<file path="src/rtl/ifetch_queue_if.sv">
// Bundle of fetch-side signals between the prefetch queue, instruction memory,
// the ID-stage redirect source and the IF/ID register.
interface ifetch_queue_if #(
  parameter int DEPTH = 4
);
  logic                     redirect;
  logic [31:0]              redirect_pc;
  logic [31:0]              imem_addr;
  logic [31:0]              imem_rdata;
  logic                     deq_ready;
  logic                     deq_valid;
  logic [31:0]              deq_instr;
  logic [31:0]              deq_pcplus4;
  logic [$clog2(DEPTH):0]   count;

  modport master (
    input  redirect, redirect_pc, imem_rdata, deq_ready,
    output imem_addr, deq_valid, deq_instr, deq_pcplus4, count
  );

  modport slave (
    output redirect, redirect_pc, imem_rdata, deq_ready,
    input  imem_addr, deq_valid, deq_instr, deq_pcplus4, count
  );
endinterface

</file>
<file path="src/rtl/ifetch_queue.sv">
// Instruction prefetch queue: owns the fetch PC, fetches whenever there is room,
// and buffers {instr, PC+4} pairs for IF/ID; an ID-stage redirect flushes it.
module ifetch_queue #(
  parameter int          DEPTH    = 4,
  parameter logic [31:0] RESET_PC = 32'h0000_0000
) (
  input logic            clk,
  input logic            rst,
  ifetch_queue_if.master bus
);
  localparam int            AW      = $clog2(DEPTH);
  localparam logic [AW:0]   DEPTH_C = (AW+1)'(DEPTH);
  localparam logic [AW:0]   ONE_C   = (AW+1)'(1);
  localparam logic [AW-1:0] PTR1_C  = AW'(1);

  logic [31:0]   instr_mem_r [DEPTH];
  logic [31:0]   pc4_mem_r   [DEPTH];
  logic [31:0]   fpc_r;
  logic [AW-1:0] rd_ptr_r;
  logic [AW-1:0] wr_ptr_r;
  logic [AW:0]   count_r;

  logic          full_s;
  logic          deq_s;
  logic          enq_s;
  logic [31:0]   fpc_plus4_s;

  // Handshake decode; a full queue may still accept when its head is leaving.
  always_comb begin
    full_s      = (count_r == DEPTH_C);
    deq_s       = (count_r != '0) & bus.deq_ready;
    enq_s       = ~bus.redirect & (~full_s | deq_s);
    fpc_plus4_s = fpc_r + 32'd4;
  end

  // Fetch PC, pointers and occupancy; redirect outranks enqueue and dequeue.
  always_ff @(posedge clk) begin
    if (!rst) begin
      fpc_r    <= RESET_PC;
      rd_ptr_r <= '0;
      wr_ptr_r <= '0;
      count_r  <= '0;
    end else if (bus.redirect) begin
      fpc_r    <= {bus.redirect_pc[31:2], 2'b00};
      rd_ptr_r <= '0;
      wr_ptr_r <= '0;
      count_r  <= '0;
    end else begin
      if (enq_s) begin
        fpc_r    <= fpc_plus4_s;
        wr_ptr_r <= wr_ptr_r + PTR1_C;
      end
      if (deq_s) begin
        rd_ptr_r <= rd_ptr_r + PTR1_C;
      end
      case ({enq_s, deq_s})
        2'b10:   count_r <= count_r + ONE_C;
        2'b01:   count_r <= count_r - ONE_C;
        default: count_r <= count_r;
      endcase
    end
  end

  // Entry storage; contents are only observable through count, so no reset.
  always_ff @(posedge clk) begin
    if (rst && enq_s) begin
      instr_mem_r[wr_ptr_r] <= bus.imem_rdata;
      pc4_mem_r[wr_ptr_r]   <= fpc_plus4_s;
    end
  end

  assign bus.imem_addr = fpc_r;
  assign bus.count     = count_r;

  // Head presentation, zeroed while empty.
  always_comb begin
    if (count_r != '0) begin
      bus.deq_valid   = 1'b1;
      bus.deq_instr   = instr_mem_r[rd_ptr_r];
      bus.deq_pcplus4 = pc4_mem_r[rd_ptr_r];
    end else begin
      bus.deq_valid   = 1'b0;
      bus.deq_instr   = 32'h0000_0000;
      bus.deq_pcplus4 = 32'h0000_0000;
    end
  end
endmodule

</file>
<file path="src/flat_wrapper.sv">
// flat-port wrapper written by rule: the top's interface ports become plain ports
module ifetch_queue_flat 
#(
  parameter int          DEPTH    = 4,
  parameter logic [31:0] RESET_PC = 32'h0000_0000
)
  (clk, rst, bus_redirect, bus_redirect_pc, bus_imem_rdata, bus_deq_ready, bus_imem_addr, bus_deq_valid, bus_deq_instr, bus_deq_pcplus4, bus_count);
  ifetch_queue_if #(.DEPTH(DEPTH)) bus_i ();
  input logic clk;
  input logic rst;
  input wire logic [$bits(bus_i.redirect)-1:0] bus_redirect;
  input wire logic [$bits(bus_i.redirect_pc)-1:0] bus_redirect_pc;
  input wire logic [$bits(bus_i.imem_rdata)-1:0] bus_imem_rdata;
  input wire logic [$bits(bus_i.deq_ready)-1:0] bus_deq_ready;
  output wire logic [$bits(bus_i.imem_addr)-1:0] bus_imem_addr;
  output wire logic [$bits(bus_i.deq_valid)-1:0] bus_deq_valid;
  output wire logic [$bits(bus_i.deq_instr)-1:0] bus_deq_instr;
  output wire logic [$bits(bus_i.deq_pcplus4)-1:0] bus_deq_pcplus4;
  output wire logic [$bits(bus_i.count)-1:0] bus_count;
  assign bus_i.redirect = bus_redirect;
  assign bus_i.redirect_pc = bus_redirect_pc;
  assign bus_i.imem_rdata = bus_imem_rdata;
  assign bus_i.deq_ready = bus_deq_ready;
  assign bus_imem_addr = bus_i.imem_addr;
  assign bus_deq_valid = bus_i.deq_valid;
  assign bus_deq_instr = bus_i.deq_instr;
  assign bus_deq_pcplus4 = bus_i.deq_pcplus4;
  assign bus_count = bus_i.count;
  ifetch_queue #(.DEPTH(DEPTH), .RESET_PC(RESET_PC)) u_core (.clk(clk), .rst(rst), .bus(bus_i));
endmodule
</file>
<file path="config.mk">
export PLATFORM = sky130hd
export DESIGN_NAME = ifetch_queue_flat
export DESIGN_NICKNAME = d
export VERILOG_FILES = /design/src/rtl/ifetch_queue_if.sv /design/src/rtl/ifetch_queue.sv /design/src/flat_wrapper.sv
export SDC_FILE = /design/constraint.sdc
export NUM_CORES = 1
export LEC_CHECK = 0
export ABC_AREA = 0
export BUFFER_PORTS_ARGS = -buffer_cell sky130_fd_sc_hd__buf_4
export CELL_PAD_IN_SITES_DETAIL_PLACEMENT = 1
export CELL_PAD_IN_SITES_GLOBAL_PLACEMENT = 1
export CORE_ASPECT_RATIO = 0.9
export CORE_MARGIN = 2
export CORE_UTILIZATION = 35
export CTS_CLUSTER_DIAMETER = 50
export DETAILED_ROUTE_END_ITERATION = 10
export PLACE_DENSITY_LB_ADDON = 0.1
export SKIP_CTS_REPAIR_TIMING = 1
export SLEW_MARGIN = 25
export SYNTH_ARGS = -nofsm -noshare
export SYNTH_HDL_FRONTEND = slang
export SYNTH_SLANG_ARGS = --single-unit
</file>
<file path="constraint.sdc">
create_clock -name clk -period 3.3 [get_ports clk]
set_clock_uncertainty 0.2 [all_clocks]
set_input_delay 0.495 -clock clk [delete_from_list [all_inputs] [get_ports clk]]
set_output_delay 0.495 -clock clk [all_outputs]
set_load 0.05 [all_outputs]
</file>
==> out/qor.txt, run 1 <==
Outcome: complete, no violations
Row cnt: 64
H-Tree Depth: 2
Max-slew headroom: 59.41%
Synthesized cell area: 11930 sq um
Pwr/cell area: 582.6 nW/um^2
Starting Density: 35.30%
Slew Limit Fails: 0
Worst Tran Pin Value: 0.6088 ns
Critical path startpoint category: flip-flop
Worst Setup End Kind: output port
Multi-input gate area: 3491 sq um
Yosys top cell by area: edfxtp_1
Sequential cell area: 8235 sq um
Finished Layout Cells: 1426
Commonest non-fill, non-tap cell in the layout: edfxtp_1
Max Root-Sink Buffers: 3
Largest net degree at the start of global routing: 45
Hold slack: 0.02237 ns
Drt pass-1 iters: 4
Clk Tree Root Cell: clkbuf_16
Clk slew on worst S/H paths: 0.06 ns
Detailed Place HPWL: 19.31 mm
Seq/Total Area, Yosys: 68.97%
Distinct cells, synth: 45
Unrepaired setup endpoints after global routing: false
Dominant cells by area after synthesis: edfxtp_1 (62%), mux4_2 (12%), dfxtp_1 (6.5%)
DRT iter0 DRCs: 220
Post-synth EDFFs: 248
Avg Cell Area, Syn: 16.43 sq um
Vias: 6906
Placed cells: 1329
Power consumption: 8.915 mW
Drt via density: 4.843
Lkg Pwr: 5.270 nW
Hold Fails Final Rpt: 0
Setup TNS: 0 ns
Hold Path Class: in2reg
Period utilisation layout: 91.77%
Total CTS buffers: 37
WS Path Type: reg2out
Post-route DRC: 0
Die height: 179.2 microns
Global-route wire length before repair: 43.77 mm
Die width: 198.6 microns
Reg-to-reg slack, setup: 0.71 ns
Worst-skew pair later-pin latency: 0.51 ns
VDD IR max: 0.0002621 V
Crit-path max FO: 36
Total gr overflow: 0
Synth async-reset ratio: 0%
Final setup violation count: 0
FMAX: 330.2 MHz
Cell count after synthesis: 726
Critical Path RT: 2.60 ns
Diodes inserted: 0
Final WL: 28.72 mm
Final Wtd Congestion: 0.7538
CTS Sinks: 287
DP Area: 13800 sq um
FILL cells: 3365
Routed Antenna Nets: 0
Initial antenna violation count: 0
Final Critical Period: 3.029 ns
Post-synthesis register bit count: 287
WL/cell: 20.14 microns
TritonCTS clock tree: done
Layout cells sized above 1: 32.68%
Tot GR Track Use: 16.39%
Die area: 35580 sq um
Critical Path AT: 2.33 ns
I/O Pins: 168
Synthesis Warnings: 0
Post-synth top area share: 62.42%
Max Cap Viol: 0
Core area: 33790 sq um
Most frequent cells in the layout: edfxtp_1 (248), buf_4 (176), and2_1 (69)
Nets: 1012
Port Buf Inserts: 161
Area Overhead vs Synth: 28.25%
Vias in the first global route: 7492
Synth Flop Type: edfxtp_1
Post-route cell area: 15300 sq um
-- metal layers --
metal | GRT usage (%) | wire length [microns]
met1 | 21.70 | 12970
met2 | 27.55 | 13840
met3 | 3.104 | 1374
met4 | 4.820 | 532
met5 | 0 | 0
-- report_power, final --
group	leakage (nW)	switching, mW	internal [mW]
logic	2.12	0.617	0.345
registers	2.58	0.0705	4.04
clock network	0.570	1.50	2.33
-- cell usage after synthesis (7+ instances only) --
cell type,n
nand3_1,20
clkbuf_1,27
and2_1,73
xnor2_1,39
mux4_2,62
nor3_1,12
nand2_1,32
edfxtp_1,248
o21ai_0,27
dfxtp_1,39
xor2_1,19
a21oi_1,25
nor2_1,24
buf_2,12
inv_1,7
-- kinds of logic after synthesis --
kind of cell             Yosys count  synth area share [%]
AO/OA/AOI/OAI                     58                 2.538
XOR/XNOR                          58                 4.258
adder cells (fa/ha/maj)            6                0.6922
buffers and inverters             53                 1.961
flip-flops                       287                 68.97
multiplexers                      63                 11.79
other                              1               0.03143
AND/OR/NAND/NOR                  200                 9.764
-- final cells by class --
cell class | count | share of cell area [%]
clock buffers | 45 | 6.525
well taps | 462 | 3.778
repair buffers | 215 | 11.64
inverters | 8 | 0.1963
clock inverters | 20 | 1.218
multi-input cells | 389 | 22.81
flip-flops and latches | 287 | 53.82
-- flip-flops by register name, indices dropped and copies added (netlist names), named ones only --
name                  cells
u_core.instr_mem_r      128
u_core.bus.count          3
u_core.bus.imem_addr     30
u_core.rd_ptr_r           2
u_core.pc4_mem_r        120
u_core.wr_ptr_r           2
-- worst max-delay path, cell delays in order (launching register included) --
cell and delay (ns):
dfxtp_1 0.36, or3_2 0.69, buf_4 0.33, and2_1 0.23, buf_4 0.20
-- stage by stage --
| stage | utilization, % | setup WS (ns) |
|---|---|---|
| after CTS | 44.33 | 0.2168 |
| after global routing | 45.28 | 0.1661 |
| after global placement | 40.82 | 0.7538 |
| after detailed placement | 40.82 | 0.7320 |
| after floorplan | - | 0.5476 |
| final | 45.28 | 0.2715 |
-- final timing paths --
kind,depth (start not counted),from,to
worst max-delay path,4,u_core.bus.count[2],bus_deq_instr[20]
worst max register to register,5,u_core.bus.imem_addr[4],u_core.pc4_mem_r[3][31]
worst min-delay path,2,bus_redirect_pc[8],u_core.bus.imem_addr[8]
worst min register to register,2,u_core.wr_ptr_r[1],u_core.wr_ptr_r[1]
Note: power is estimated with default switching activity, not from simulation.
==> run 2, diff against run 1 <==
--- a/config.mk
+++ b/config.mk
@@ -14,6 +14,7 @@
 export CORE_UTILIZATION = 35
 export CTS_CLUSTER_DIAMETER = 50
 export DETAILED_ROUTE_END_ITERATION = 10
+export MAX_ROUTING_LAYER = met4
 export PLACE_DENSITY_LB_ADDON = 0.1
 export SKIP_CTS_REPAIR_TIMING = 1
 export SLEW_MARGIN = 25
==> run 2 against run 1 <==
Critical path depth is the same. Cell count is the same. Core utilization is the same. Clock power is essentially flat. Fmax is essentially flat.
==> out/qor.txt, run 2 (synthesis results as in run 1) <==
Outcome: complete, no violations
Final setup violation count: 0 (unchanged)
WL/cell: 20.13 microns (about the same)
Largest net degree at the start of global routing: 45 (unchanged)
Global-route wire length before repair: 43.78 mm (about the same)
Placed cells: 1329 (unchanged)
CTS Sinks: 287 (unchanged)
VDD IR max: 0.0002637 V (+0.61%)
Most frequent cells in the layout: edfxtp_1 (248), buf_4 (176), and2_1 (69)
Pwr/cell area: 582.8 nW/um^2 (about the same)
Vias in the first global route: 7501 (+0.12%)
Critical Path AT: 2.33 ns (about the same)
Max FFs per register: 128 (unchanged)
Commonest non-fill, non-tap cell in the layout: edfxtp_1
Setup TNS: 0 ns (unchanged)
FILL cells: 3365 (unchanged)
Slowest stage delay, CP: 0.69 ns (about the same)
Tot GR Track Use: 16.87% (+0.48 points)
Max Root-Sink Buffers: 3 (unchanged)
Clock power frac: 43.0% (about the same)
Core area: 33790 sq um (unchanged)
Max-slew headroom: 58.99% (-0.43 points)
Layout cells sized above 1: 32.68% (unchanged)
Clk slew on worst S/H paths: 0.06 ns (about the same)
Most Frequent Cell on Critical Path: buf_4
Critical Path RT: 2.60 ns (about the same)
WS Path Type: reg2out
Row cnt: 64 (unchanged)
Part of the power in registers: 46.1% (about the same)
Drt pass-1 iters: 4 (unchanged)
Final WL: 28.70 mm (about the same)
Diodes inserted: 0 (unchanged)
Starting Density: 35.30% (unchanged)
Port Buf Inserts: 161 (unchanged)
TritonCTS clock tree: done
Worst Setup End Kind: output port
Worst Tran Pin Value: 0.6152 ns (+0.006404 ns)
Post-route DRC: 0 (unchanged)
I/O Pins: 168 (unchanged)
Drt via density: 4.832 (-0.22%)
DRT iter0 DRCs: 229 (+4.1%)
Final Wtd Congestion: 0.7642 (+1.4%)
Top reg by flops: u_core.instr_mem_r
Detailed Place HPWL: 19.31 mm (unchanged)
Highest-delay cell along the critical path: or3_2
Max Cap Viol: 0 (unchanged)
Hold Path Class: in2reg
Clk Tree Root Cell: clkbuf_16
Slew Limit Fails: 0 (unchanged)
Worst-path cell chain: or3_2 -> buf_4 -> and2_1 -> buf_4
Total CTS buffers: 37 (unchanged)
Hold Fails Final Rpt: 0 (unchanged)
Die height: 179.2 microns (unchanged)
Initial antenna violation count: 0 (unchanged)
Total gr overflow: 0 (unchanged)
Internal: 6.724 mW (about the same)
FMAX: 330.2 MHz (about the same)
Crit-path max FO: 36 (unchanged)
Final Critical Period: 3.029 ns (+0.0003540 ns)
Critical path startpoint category: flip-flop
Net Sw Frac: 24.60% (+0.026 points)
Vias: 6891 (-0.22%)
Unrepaired setup endpoints after global routing: false
Worst-skew pair later-pin latency: 0.50 ns (about the same)
Finished Layout Cells: 1426 (unchanged)
H-Tree Depth: 2 (unchanged)
Die area: 35580 sq um (unchanged)
Period utilisation layout: 91.78% (about the same)
Hold slack: 0.01942 ns (-0.002952 ns)
Final Core Density: 45.28% (unchanged)
Gate power share: 10.8% (about the same)
Sw power: 2.194 mW (+0.14%)
Area Overhead vs Synth: 28.25% (unchanged)
Die width: 198.6 microns (unchanged)
Routed Antenna Nets: 0 (unchanged)
Lkg Pwr: 5.270 nW (unchanged)
Nets: 1012 (unchanged)
run 2: area by class of cell:
cell class | count | area (sq um) | area share, %
Sequential cell | 287 | 8235 | 53.82
Multi-Input combinational cell | 389 | 3491 | 22.81
Timing Repair Buffer | 215 | 1782 | 11.64
Clock buffer | 45 | 998.5 | 6.525
Tap cell | 462 | 578.1 | 3.778
Clock inverter | 20 | 186.4 | 1.218
Inverter | 8 | 30.03 | 0.1963
run 2: critical path, delay by kind of cell, from the launching register on:
kind                   cells  cell delay [ns]
AND/OR/NAND/NOR            2             0.92
buffers and inverters      2             0.53
flip-flops                 1             0.36
run 2: through the flow:
step / setup WS, ns / area [sq um] / power [mW]
after global placement: 0.7538 / 13800 / 5.113
final: 0.2711 / 15300 / 8.918
after global routing: 0.1660 / 15300 / 9.244
after detailed placement: 0.7320 / 13800 / 5.137
after CTS: 0.2168 / 14980 / 9.015
after floorplan: 0.5476 / 11950 / 4.777
run 2: final timing paths:
path	from	to	slack (ns)	cells past startpoint
worst max-delay path	u_core.bus.count[2]	bus_deq_instr[20]	0.27	4
worst min-delay path	bus_redirect_pc[8]	u_core.bus.imem_addr[8]	0.02	2
worst max register to register	u_core.bus.imem_addr[13]	u_core.pc4_mem_r[3][31]	0.71	4
worst min register to register	u_core.wr_ptr_r[1]	u_core.wr_ptr_r[1]	0.31	2
run 2: power groups by stage:
stage	Combinational (mW)	Sequential [mW]	Clock, mW
after floorplan	0.520	4.26	0
after global placement	0.929	4.18	0
after detailed placement	0.945	4.19	0
after CTS	0.948	4.12	3.95
after global routing	1.03	4.13	4.09
final	0.964	4.12	3.84
run 2: per-layer routing:
metal / global-route usage (%) / up-vias / wire length [microns]
met4: 4.820 / 0 / 469
li1: - / 3189 / -
met2: 27.51 / 188 / 13840
met3: 2.822 / 40 / 1219
met5: - / - / 0
met1: 21.88 / 3474 / 13180
